$ cat src/rtl/crc_pkg.sv
// Shared definitions for the streaming CRC engine: FSM encoding, bit reversal
// and the legal-parameter check used at elaboration.
package crc_pkg;

    typedef enum logic [1:0] {
        IDLE    = 2'd0,
        ACCEPT  = 2'd1,
        DONE    = 2'd2,
        PROCESS = 2'd3
    } crc_state_e;

    localparam int BYTE_BITS = 8;

    // Reverses the low `width` bits of v; bits at and above `width` return zero.
    function automatic logic [31:0] reverse_bits(input logic [31:0] v, input int width);
        logic [31:0] r;
        r = '0;
        for (int i = 0; i < 32; i++) begin
            if (i < width) begin
                r[i] = v[width-1-i];
            end
        end
        return r;
    endfunction

    function automatic bit params_legal(input int crc_width, input int bits_per_cycle);
        bit width_ok;
        bit bpc_ok;
        width_ok = (crc_width >= 8) && (crc_width <= 32);
        bpc_ok   = (bits_per_cycle == 1) || (bits_per_cycle == 2) ||
                   (bits_per_cycle == 4) || (bits_per_cycle == 8);
        return width_ok && bpc_ok;
    endfunction

endpackage

$ cat src/rtl/crc_step.sv
// Combinational fold of BITS_PER_CYCLE message bits into the CRC register,
// most significant input bit first, using the direct (non-augmented) rule.
module crc_step #(
    parameter int                   CRC_WIDTH      = 8,
    parameter logic [CRC_WIDTH-1:0] POLY           = 8'h07,
    parameter int                   BITS_PER_CYCLE = 1
) (
    input  logic [CRC_WIDTH-1:0]      crc_in,
    input  logic [BITS_PER_CYCLE-1:0] bits,
    output logic [CRC_WIDTH-1:0]      crc_out
);

    logic [CRC_WIDTH-1:0] acc;
    logic                 fb;

    always_comb begin
        acc = crc_in;
        fb  = 1'b0;
        for (int i = BITS_PER_CYCLE - 1; i >= 0; i--) begin
            fb  = acc[CRC_WIDTH-1] ^ bits[i];
            acc = (acc << 1) ^ (fb ? POLY : '0);
        end
        crc_out = acc;
    end

endmodule

$ cat src/rtl/crc_stream_engine.sv
// Framed byte-stream CRC engine: accepts one byte per ACCEPT visit, folds it
// over 8/BITS_PER_CYCLE PROCESS cycles and presents a held result in DONE.
module crc_stream_engine
    import crc_pkg::*;
#(
    parameter int                   CRC_WIDTH      = 8,
    parameter logic [CRC_WIDTH-1:0] POLY           = 8'h07,
    parameter logic [CRC_WIDTH-1:0] INIT           = '0,
    parameter logic [CRC_WIDTH-1:0] XOR_OUT        = '0,
    parameter bit                   REFLECT_IN     = 1'b0,
    parameter bit                   REFLECT_OUT    = 1'b0,
    parameter int                   BITS_PER_CYCLE = 1
) (
    input  logic                 clock,
    input  logic                 reset,
    input  logic                 start,
    input  logic [7:0]           data_in,
    input  logic                 data_valid,
    input  logic                 data_last,
    output logic                 data_ready,
    output logic [CRC_WIDTH-1:0] crc,
    output logic                 crc_valid,
    output logic                 busy,
    output crc_state_e           state
);

    if (!params_legal(CRC_WIDTH, BITS_PER_CYCLE)) begin : g_param_check
        $error("crc_stream_engine: CRC_WIDTH must be 8..32 and BITS_PER_CYCLE 1, 2, 4 or 8");
    end

    localparam int         STEPS      = BYTE_BITS / BITS_PER_CYCLE;
    localparam logic [2:0] LAST_COUNT = 3'(STEPS - 1);

    // Handshake: a byte is consumed on a rising edge where data_valid and
    // data_ready are both high; data_ready depends only on the current state.
    crc_state_e           next_state;
    logic [CRC_WIDTH-1:0] crc_reg;
    logic [CRC_WIDTH-1:0] step_out;
    logic [CRC_WIDTH-1:0] final_value;
    logic [7:0]           shift_byte;
    logic [7:0]           captured_byte;
    logic                 last_flag;
    logic [2:0]           count;
    logic                 fold_done;

    crc_step #(
        .CRC_WIDTH      (CRC_WIDTH),
        .POLY           (POLY),
        .BITS_PER_CYCLE (BITS_PER_CYCLE)
    ) u_step (
        .crc_in  (crc_reg),
        .bits    (shift_byte[7 -: BITS_PER_CYCLE]),
        .crc_out (step_out)
    );

    always_comb begin
        captured_byte = REFLECT_IN ? 8'(reverse_bits(32'(data_in), BYTE_BITS)) : data_in;
        final_value   = (REFLECT_OUT ? CRC_WIDTH'(reverse_bits(32'(step_out), CRC_WIDTH))
                                     : step_out) ^ XOR_OUT;
        fold_done     = (count == LAST_COUNT);
    end

    always_comb begin
        next_state = state;
        data_ready = 1'b0;
        busy       = 1'b0;
        case (state)
            IDLE: begin
                if (start) next_state = ACCEPT;
            end
            ACCEPT: begin
                data_ready = 1'b1;
                busy       = 1'b1;
                if (start)           next_state = ACCEPT;
                else if (data_valid) next_state = PROCESS;
            end
            PROCESS: begin
                busy = 1'b1;
                if (start)          next_state = ACCEPT;
                else if (fold_done) next_state = last_flag ? DONE : ACCEPT;
            end
            DONE: begin
                if (start) next_state = ACCEPT;
            end
            default: next_state = IDLE;
        endcase
    end

    // A start in any state restarts the frame and discards partial work.
    always_ff @(posedge clock) begin
        if (reset) begin
            state      <= IDLE;
            crc_reg    <= INIT;
            shift_byte <= '0;
            last_flag  <= 1'b0;
            count      <= '0;
            crc        <= '0;
            crc_valid  <= 1'b0;
        end else begin
            state <= next_state;
            if (start) begin
                crc_reg   <= INIT;
                crc_valid <= 1'b0;
                count     <= '0;
            end else begin
                case (state)
                    ACCEPT: begin
                        if (data_valid) begin
                            shift_byte <= captured_byte;
                            last_flag  <= data_last;
                            count      <= '0;
                        end
                    end
                    PROCESS: begin
                        crc_reg    <= step_out;
                        shift_byte <= shift_byte << BITS_PER_CYCLE;
                        count      <= count + 3'd1;
                        if (fold_done && last_flag) begin
                            crc       <= final_value;
                            crc_valid <= 1'b1;
                        end
                    end
                    default: ;
                endcase
            end
        end
    end

endmodule

$ cat config.mk
export PLATFORM = sky130hd
export DESIGN_NAME = crc_stream_engine
export DESIGN_NICKNAME = d
export VERILOG_FILES = /design/src/rtl/crc_pkg.sv /design/src/rtl/crc_step.sv /design/src/rtl/crc_stream_engine.sv
export SDC_FILE = /design/constraint.sdc
export NUM_CORES = 1
export LEC_CHECK = 0
export CAP_MARGIN = 5
export CORE_MARGIN = 3
export CORE_UTILIZATION = 51
export CTS_BUF_LIST = sky130_fd_sc_hd__clkbuf_4 sky130_fd_sc_hd__clkbuf_8
export DETAILED_ROUTE_END_ITERATION = 16
export MAX_ROUTING_LAYER = met4
export PLACE_DENSITY_LB_ADDON = 0.3
export SYNTH_ARGS = -nofsm -noshare
export SYNTH_HDL_FRONTEND = slang
export SYNTH_SLANG_ARGS = --single-unit
$ cat constraint.sdc
create_clock -name clock -period 1.6 [get_ports clock]
set_input_delay 0.48 -clock clock [delete_from_list [all_inputs] [get_ports clock]]
set_output_delay 0.48 -clock clock [all_outputs]
set_load 0.01 [all_outputs]
==> flow_summary.yaml, run 1 <==
run_status:
  status: "complete, no violations"
global_route:
  grt-busiest-layer: "met2"
  grtUsageMet2: 0.335
  grt_pass1_vias: 1201
  grt_usage: 0.204
  met3_usage: 0.0697
  grt_max_degree: 19
  grt_pass1_wl_mm: 5.22
  antenna_found_initial: 0
  use_met1: 0.234
  grt-ovfl-total: 0
clock_network:
  insertion_delay_ns: 0.33
  cts_buffers: 5
  cts_tree: "yes"
  numClockSinks: 31
  root_buffer: "clkbuf_4"
  clock_path_buffers: 2
  htree_levels: 2
  path_clk_slew_ns: 0.09
final_layout:
  drive_above_1_share: 0.191
  fillers: 211
  antenna_cells: 0
  area_growth_pct: 19.8
  finalInstanceArea_um2: 1750
  final_nets: 198
  largest_reg_flops: 16
  final_core_util: 0.674
die:
  die_area_um2: 3540
  die_w_um: 59.5
  die_y_um: 59.5
  start_util: 0.563
  core-area_um2: 2590
  ios: 26
  fp-row-count: 18
synthesis:
  synth_fp_nets: 169
  synthFlopType: "dfxtp_1"
  synthCells: 154
  avgSynthCellArea_um2: 9.47
  ys.warnings.count: 0
  async_reset_ff_frac: 0
  yosysUniqueCellTypes: 35
  synth_edf_count: 0
  ys_seq_area_frac: 0.426
  synth_seq_cells: 31
  syn_area_um2: 1460
worst_setup_path:
  startpoint_type: "register"
  r2r_slack_ns: 0.14
  required_ns: 1.12
  cp_max_fo: 3
  ff2ff_path_depth: 6
  worst-setup-path-type: "reg -> out"
  end_kind: "output port"
  rr_startpoint: "state[0]"
  r2r_end: "crc_reg[0]"
  cp-startpoint: "state[0]"
  worstSetupEndpoint: "state[0]"
  arrival_ns: 1.05
power_and_ir_drop:
  power.density_nw_per_um2: 808
  peakVddDrop_v: 0.000623
  leakage_nw: 0.667
  power_mw: 1.41
routing:
  drtPass1Iterations: 4
  viasPerCell: 5.69
  wl_per_cell_um: 14.8
  final_antenna_net_count: 0
  drcViolationCount: 0
  via_count: 1213
  drt_iter0_markers: 37
  wirelength_mm: 3.16
worst_hold_path:
  hp-class: "reg -> reg"
placed_design:
  dpl.hpwl_mm: 2.33
  portBuffers: 25
  finalWeightedCongestion: 0.826
  place_area_um2: 1710
timing:
  fmax_mhz: 652
  finalHoldViolations: 0
  setup_viol: 0
  period_needed_ns: 1.53
  fin_setup_tns_ns: 0
  finalClockSkew_ns: 0.0116
  fin_crit_sh: 0.959
  report.final.slew_viol_count: 0
  worst_pin_slew_ns: 0.289
  rsz0062_at_grt: "true"
  max_slew_margin: 0.807
job:
  drv_cap: 0
metrics by stage:
step	instances	setup WS, ns	hold slack (ns)
final	213	0.0659	0.478
after global routing	213	-0.00187	0.495
after CTS	213	0.0455	0.480
after detailed placement	206	-0.272	0.464
after floorplan	154	0.281	0.445
after global placement	206	-0.176	0.448
how the worst min path moves through the flow:
stage / slack, ns / to / start / cells past startpoint
finish: 0.48 / crc[6] / crc[6] / 2
CTS: 0.48 / crc_reg[4] / crc_reg[4] / 2
detailed placement: 0.46 / crc_reg[2] / crc_reg[2] / 2
global route: 0.50 / crc_reg[7] / crc_reg[6] / 2
floorplan: 0.45 / crc_reg[3] / crc_reg[2] / 2
global placement: 0.45 / crc_reg[5] / crc_reg[4] / 2
layer usage:
metal	share of wire	wire, µm	up-vias
met4	0.016	52	0
met1	0.43	1360	573
met2	0.50	1570	31
met3	0.056	177	8
li1	-	-	601
met5	0	0	-
repair_timing:
| item | CTS | global route |
|---|---|---|
| hold buffers | 0 | 0 |
| gates cloned | 0 | 0 |
| buffers inserted | 0 | 0 |
| setup endpoints to repair | 13 | 2 |
| resized for setup | 13 | 0 |
cell type report:
class                      instances  area (µm²)  area share
multi-input combinational        110         723       0.414
timing repair buffer              35         309       0.177
tap                               30        37.5      0.0215
clock buffer                       6        51.3      0.0294
sequential                        31         621       0.355
clock inverter                     1        5.00     0.00287
layout by cell type (no fill, tap or decap), drive strengths merged, types with 2 or more instances in the layout:
cell type,count
dfxtp,31
mux2i,2
a21oi,25
a311oi,8
nand3,8
nor2b,2
ha,2
nor2,9
clkbuf,6
o21ai,9
xor3,2
a22oi,2
buf,10
or2,2
clkdlybuf4s50,12
nand2,29
dlygate4sd2,13
critical path, cell delays in order (launching register included):
cell           delay [ns]
dfxtp_1              0.31
buf_4                0.14
dlygate4sd2_1        0.28
kinds of logic after synthesis:
| logic type | share of synthesized area |
|---|---|
| fa+ha+maj | 0.0172 |
| flops | 0.426 |
| simple gates | 0.199 |
| compound gates | 0.227 |
| buf+inv | 0.0781 |
| xor+xnor | 0.0395 |
| mux | 0.0137 |
power breakdown:
group	total, mW	leakage [nW]	internal, mW	switching, mW
Combinational	0.157	0.382	0.0768	0.0802
Sequential	0.792	0.251	0.784	0.00821
Clock	0.463	0.0341	0.203	0.260
Total	1.41	0.667	1.06	0.348
cell usage after synthesis (2+ instances only):
master	number	area [µm²]
a311oi_2	8	120
a21oi_2	3	26.3
buf_4	2	15.0
or2_1	2	12.5
buf_2	4	20.0
ha_1	2	25.0
a22oi_1	2	15.0
mux2i_1	2	20.0
a21oi_1	22	110
buf_6	4	45.0
nand3_1	7	35.0
dfxtp_1	31	621
nand2_1	28	105
nor2_1	8	30.0
o21ai_0	8	40.0
buf_8	2	30.0
No activity file was read; power rests on OpenSTA's default activity.
==> run 2: changes to the inputs <==
--- a/config.mk
+++ b/config.mk
@@ -5,7 +5,6 @@
 export SDC_FILE = /design/constraint.sdc
 export NUM_CORES = 1
 export LEC_CHECK = 0
-export CAP_MARGIN = 5
 export CORE_MARGIN = 3
 export CORE_UTILIZATION = 51
 export CTS_BUF_LIST = sky130_fd_sc_hd__clkbuf_4 sky130_fd_sc_hd__clkbuf_8
==> results of run 2 <==
The final DEF is identical to that of run 1; final timing and power are the same.
